--- config.mk ---
export PLATFORM = sky130hd
export DESIGN_NAME = seq_detect_param
export DESIGN_NICKNAME = d
export VERILOG_FILES = /design/src/rtl/seq_detect_param.sv
export SDC_FILE = /design/constraint.sdc
export NUM_CORES = 1
export LEC_CHECK = 0
export CAP_MARGIN = 40
export CELL_PAD_IN_SITES_DETAIL_PLACEMENT = 1
export CELL_PAD_IN_SITES_GLOBAL_PLACEMENT = 1
export CORE_AREA = 2 2 90 92
export CTS_CLUSTER_DIAMETER = 60
export DETAILED_ROUTE_END_ITERATION = 6
export DIE_AREA = 0 0 92 94
export GPL_ROUTABILITY_DRIVEN = 0
export PLACE_DENSITY_LB_ADDON = 0.1
export SLEW_MARGIN = 20
export SYNTH_ARGS = -nofsm -noshare
export SYNTH_HDL_FRONTEND = slang
export SYNTH_SLANG_ARGS = --single-unit
--- constraint.sdc ---
create_clock -name clk -period 3.7 [get_ports clk]
set_clock_uncertainty 0.1 [all_clocks]
set_input_delay 0.74 -clock clk [delete_from_list [all_inputs] [get_ports clk]]
set_output_delay 0.74 -clock clk [all_outputs]
set_load 0.02 [all_outputs]
--- src/rtl/seq_detect_param.sv ---
// Runtime-programmable serial bit-sequence detector with overlap/non-overlap modes,
// input-valid qualifier, registered match pulse and saturating match counter.
module seq_detect_param #(
    parameter int MAX_LEN = 8,
    parameter int CNT_W   = 16,
    parameter int LEN_W   = $clog2(MAX_LEN + 1)
) (
    input  logic               clk,
    input  logic               rst_n,
    input  logic               cfg_load,
    input  logic [MAX_LEN-1:0] cfg_pattern,
    input  logic [LEN_W-1:0]   cfg_len,
    input  logic               cfg_overlap,
    input  logic               in_valid,
    input  logic               x,
    output logic               match,
    output logic [CNT_W-1:0]   match_count,
    output logic               cfg_err
);

    // One extra bit so fill+1 cannot wrap when MAX_LEN+1 is a power of two.
    localparam logic [LEN_W:0] MAX_L = (LEN_W + 1)'(MAX_LEN);

    logic [MAX_LEN-1:0] pat_r;
    logic [MAX_LEN-1:0] hist;
    logic [MAX_LEN-1:0] hist_n;
    logic [MAX_LEN-1:0] mask;
    logic [LEN_W-1:0]   len_r;
    logic [LEN_W-1:0]   fill;
    logic [LEN_W:0]     fill_inc;
    logic [LEN_W:0]     fill_n;
    logic               ovl_r;
    logic               hit;

    always_comb begin
        hist_n   = {hist[MAX_LEN-2:0], x};
        fill_inc = {1'b0, fill} + (LEN_W + 1)'(1);
        fill_n   = (fill_inc > MAX_L) ? MAX_L : fill_inc;
        mask     = '0;
        for (int i = 0; i < MAX_LEN; i++) begin
            mask[i] = (i < int'(len_r));
        end
        hit = (fill_n >= {1'b0, len_r}) && (((hist_n ^ pat_r) & mask) == '0);
    end

    always_ff @(posedge clk or negedge rst_n) begin
        if (!rst_n) begin
            pat_r       <= '0;
            len_r       <= '0;
            ovl_r       <= 1'b1;
            hist        <= '0;
            fill        <= '0;
            match       <= 1'b0;
            match_count <= '0;
            cfg_err     <= 1'b1;
        end else if (cfg_load) begin
            pat_r       <= cfg_pattern;
            len_r       <= cfg_len;
            ovl_r       <= cfg_overlap;
            hist        <= '0;
            fill        <= '0;
            match       <= 1'b0;
            match_count <= '0;
            cfg_err     <= (cfg_len == '0) || ({1'b0, cfg_len} > MAX_L);
        end else if (in_valid && !cfg_err) begin
            hist  <= hist_n;
            // Non-overlap restarts the fill so a fresh len_r bits are required.
            fill  <= (hit && !ovl_r) ? '0 : fill_n[LEN_W-1:0];
            match <= hit;
            if (hit && (match_count != '1)) begin
                match_count <= match_count + CNT_W'(1);
            end
        end else begin
            match <= 1'b0;
        end
    end

endmodule

== Yosys cells after proc, flatten, opt, wreduce, memory -nomap -nowiden ==
Cells that the tools add are included.

* Add/sub/neg operators: 2
* $lt $le $gt $ge: 11
* Equal/unequal tests: 1
* Multiplexer cells: 11
* Bitwise logic cells: 2
* Reduce and logical (&&, ||, !) cells: 12

{| class="wikitable"
|+ Operators by type and width
! operator !! count
|-
| 16-bit two-way mux || 3
|-
| 16-bit by 1-bit adder with 16-bit output (second input constant) || 1
|-
| 3-bit by 4-bit less-than comparator with 1-bit output (first input constant) || 4
|-
| 16-bit inequality test (second input constant) || 1
|-
| 7-bit two-way mux || 2
|-
| 4-bit two-way mux || 3
|-
| 8-bit bitwise AND || 1
|-
| 8-bit zero test || 1
|-
| 1-bit by 4-bit less-than comparator with 1-bit output (first input constant) || 2
|-
| 2-bit by 4-bit less-than comparator with 1-bit output (first input constant) || 2
|-
| 8-bit XOR || 1
|-
| 4-bit by 1-bit adder with 5-bit output (second input constant) || 1
|-
| 5-bit by 4-bit >= comparator with 1-bit output || 1
|-
| 5-bit by 4-bit > comparator with 1-bit output (second input constant) || 1
|-
| 5-bit two-way mux || 1
|-
| 4-bit > comparator (second input constant) || 1
|-
| 1-bit logical AND || 4
|-
| 4-bit zero test || 1
|-
| 2-bit nonzero test || 2
|-
| 1-bit zero test || 2
|-
| 1-bit two-way mux || 2
|-
| 2-bit AND reduction || 1
|-
| 1-bit logical OR || 1
|}

* Flip-flop bits (word level): 42
* Input port bits: 18
* Output and inout port bits: 18
* Logic and storage cells: 47

== Logic depth before layout (Yosys ltp) ==
* Word-level depth: 9
* Gate-level depth with buffers: 13
* Gate-level depth less buffers: 11

== Worst setup path before layout ==
OpenSTA, ideal clock, no wires.

* Kind: reg-to-reg
* From: register fill[0]
* To: register match_count[11]
* Setup time: 0.078 ns
* Data arrival time: 2.489 ns
* Data required time: 3.522 ns
* Slack: 1.033 ns
* Cell stages (with the launch flop): 13
* Buffers on the path: 1
* Period minus slack after synthesis: 2.667 ns
* Path through: dfrtp_1 > ha_1 > nor2_1 > xnor2_1 > nand2_1 > inv_1 > ha_1 > a2111oi_0 > nor4_1 > nand3_2 > buf_6 > or4_1 > a21oi_1

* Cells in the longest elaborated chain, start to end: 8

{| class="wikitable"
|+ Ends and longest elaborated chain
! item !! RTL line !! RTL
|-
| start: declaration || 29 || <nowiki>logic [LEN_W-1:0] fill;</nowiki>
|-
| start signal: assignment || 68 || <nowiki>fill <= (hit && !ovl_r) ? '0 : fill_n[LEN_W-1:0];</nowiki>
|-
| 4-bit by 1-bit adder with 5-bit output (*) || 37 || <nowiki>fill_inc = {1'b0, fill} + (LEN_W + 1)'(1);</nowiki>
|-
| 5-bit by 4-bit > comparator with 1-bit output || 38 || <nowiki>fill_n = (fill_inc > MAX_L) ? MAX_L : fill_inc;</nowiki>
|-
| 5-bit two-way mux (*) || 38 ||
|-
| 5-bit by 4-bit >= comparator with 1-bit output (*) || 43 || <nowiki>hit = (fill_n >= {1'b0, len_r}) && (((hist_n ^ pat_r) & mask) == '0);</nowiki>
|-
| 1-bit logical AND (*) || 43 ||
|-
| 1-bit logical AND (*) || 70 || <nowiki>if (hit && (match_count != '1)) begin</nowiki>
|-
| 2-bit nonzero test (no source line) (*) || n/a ||
|-
| 2-bit AND reduction (no source line) (*) || n/a ||
|-
| end signal: assignment || 71 || <nowiki>match_count <= match_count + CNT_W'(1);</nowiki>
|-
| end: declaration || 17 || <nowiki>output logic [CNT_W-1:0] match_count,</nowiki>
|}

Every way passes the cells marked *; elsewhere a longest branch is shown, timed or not.
A chain may end at the register's enable or synchronous reset.

== Worst setup path in the final report ==
* From: register fill[0]
* To: register match_count[8]

The elaborated chain is that of the path after synthesis.

==> key figures <==
Floorplanning
  – DIE WIDTH: 92 um
  – Die height: 94 um
  – Core Region: 7610 um2
  – Die area: 8650 um2
  – Num rows: 32
  – # IOs: 36
  – Initial Util: 0.297

Synthesis
  – Post-synth top area share: 0.443
  – Synthesized flop and latch total: 42
  – Simple-gate portion of the synthesized area: 0.198
  – Post-synthesis cell type count: 41
  – Main synth FF type: dfrtp_1
  – Number of synthesized flops with an enable pin: 0
  – Ys Warns: 0
  – Adder-Cell Fraction of Synth Area: 0.0332
  – Most frequent cell after synthesis: dfrtp_1
  – Syn Area/Cell: 9.70 um2
  – Mux share of post-synthesis cell area: 0.0498
  – Mapped Area: 2260 um2
  – Cells after Synth: 233
  – Xor and xnor fraction of the mapped netlist area: 0.0426
  – Most frequent cells after synthesis: dfrtp_1 (40), a21oi_1 (28), nand2_1 (28)
  – Largest family of logic cells by synthesized area: simple AND/OR/NAND/NOR gates
  – Yosys top cell by area: dfrtp_1
  – Syn nets: 257
  – Post-synthesis compound-gate area fraction: 0.167
  – Register area share after synthesis: 0.466
  – Synth top area cells: dfrtp_1 (44%), a21oi_1 (6.2%), nand2_1 (4.6%)
  – Asr flop ratio synth: 1.00

Placement
  – # placed instances: 362
  – Post-Place Worst Slack: 0.676 ns
  – IO Port Bufs: 35
  – Post-DP HPWL: 3790 um

Finish
  – Final Instance Count excl. Fillers: 370
  – Layout area overhead: 24.4%
  – Antenna cell count: 0
  – Final net count: 291
  – Share of post-route cells with drive strength above 1: 0.119
  – FILL cells: 887

Power
  – Maximum vdd drop: 0.147 mV
  – Leak: 0.00105 uW
  – Overall Power: 940 uW
  – Cell Pwr Density: 334 nW/um2

Drt
  – Drt drc: 0
  – Initial DRC count: 71
  – Met2 wire length: 2490 um
  – Post-route ant nets: 0
  – Max Used Layer: met4
  – Met1 wire length: 2720 um
  – Drt first pass iters: 4
  – Met3 wire len: 168 um
  – WL/cell: 14.7 um
  – Total Wirelength: 5430 um
  – Vias/cell: 5.06
  – Vias: 1,871

Critical path
  – Reg-to-Reg End: match_count[8]$_DFFE_PN0P_
  – CP startpoint kind: flip-flop
  – R2R cell count: 12
  – Cells along the critical path: ha_1 > nor2_1 > xnor2_1 > nand2_1 > inv_1 > ha_1 > a2111oi_0 > nor4_1 > nand3_2 > buf_4 > or4_1 > a21oi_1
  – Reg2reg setup slack: 0.75 ns
  – Data required time of the worst path: 3.82 ns
  – CP delay by family, top: simple AND/OR/NAND/NOR gates
  – Critical-path top delay cell: or4_1
  – Worst-path maximum fanout: 35
  – Crit-path max cell delay: 0.53 ns
  – Critical path endpoint: match_count[8]$_DFFE_PN0P_
  – Crit path kind: flip-flop to flip-flop
  – Worst reg2reg startpoint: fill[0]$_DFFE_PN0P_
  – CP startpoint: fill[0]$_DFFE_PN0P_
  – Critical Path End Type: flip-flop
  – CP Buf/Inv Count: 2
  – Total stage count of the critical path: 12
  – CP dominant cell by count: ha_1
  – Crit path DAT: 3.07 ns

Global routing
  – GRT Overall Usage: 0.135
  – Largest net degree at the start of global routing: 36
  – First-pass GRT wire length: 9270 um
  – Vias in the first global route: 1,818
  – Initial antenna violation count: 0
  – Total global routing overflow: 0

Clocking
  – Postcts setup bufs: 0
  – CTS Sinks: 42
  – Clock Latency Late Sink: 0.30 ns
  – CTS hold repair buffers: 0
  – Clock Root Buffer: clkbuf_8
  – Clock transition at the registers of the reported paths: 0.08 ns
  – CTS tree: built
  – Post-CTS sizing: 0
  – CTS Buffer Depth: 2
  – Cts bufs inserted: 5
  – H-tree levels: 2

Run
  – Max cap viols: 0

STA
  – Fin crit share: 0.797
  – Fmax: 339 MHz
  – RSZ-0062 raised after global routing: no
  – Setup TNS: 0 ns
  – Hold_ws: 0.270 ns
  – Slew HR: 0.620
  – Period minus WS final: 2.95 ns
  – Least-Margin Pin Slew: 0.569 ns
  – Final hold vios: 0
  – Final WS setup: 0.750 ns
  – Final setup fails: 0
  – Final Max Slew Viols: 0

Min path
  – Hold Crit Class: input pin to asynchronous set/reset pin

Run status
  – Status: finished clean
==> worst min-delay path by stage <==
stage                                end  slack (ns)  depth (start not counted)
floorplan            fill[0]$_DFFE_PN0P_        0.34                          0
global route             match$_DFF_PN0_        0.29                          1
detailed placement   cfg_err$_DFFE_PN1P_        0.40                          2
CTS                 pat_r[0]$_DFFE_PN0P_        0.27                          1
global placement     cfg_err$_DFFE_PN1P_        0.39                          2
finish              pat_r[0]$_DFFE_PN0P_        0.27                          1
==> where the power goes <==
group	internal (uW)	switching, uW
registers	478	17.6
clock network	151	168
logic	58.0	66.8
==> state kept, by name (all words and copies together) (netlist names) <==
signal,count
match,1
cfg_err,1
ovl_r,1
hist,7
match_count,16
pat_r,8
len_r,4
fill,4
==> cell type report <==
cell class / count / area, um2 / share of cell area
Clock buffer: 7 / 86.3 / 0.0307
Clock inverter: 1 / 5.00 / 0.00178
Inverter: 8 / 30.0 / 0.0107
Multi-Input combinational cell: 169 / 1110 / 0.394
Sequential cell: 42 / 1050 / 0.375
Tap cell: 102 / 128 / 0.0454
Timing Repair Buffer: 41 / 403 / 0.143
==> kinds of logic after synthesis <==
group,Yosys count
mux,10
fa+ha+maj,6
xor+xnor,11
buf+inv,22
flops,42
compound gates,62
simple gates,80
==> cells in the final DEF (no fill, tap or decap), types with 7 or more instances in the layout <==
cell type,n
nand3_1,7
inv_1,8
mux2_2,8
xnor2_1,10
nand2_1,28
or4_1,13
dfrtp_1,40
o31ai_1,14
a21oi_1,28
nor2_1,10
clkdlybuf4s50_1,34
==> per-stage QoR <==
stage | area (um2) | utilization
after floorplan | 2260 | -
after global placement | 2700 | 0.355
after detailed placement | 2720 | 0.358
after CTS | 2810 | 0.370
after global routing | 2810 | 0.370
final | 2810 | 0.370
==> layer usage <==
layer / track usage / vias up
li1: - / 919
met1: 0.195 / 921
met2: 0.207 / 26
met3: 0.0249 / 5
met4: 0.0373 / 0
met5: 0 / -
Power figures use the tool's default switching activity.
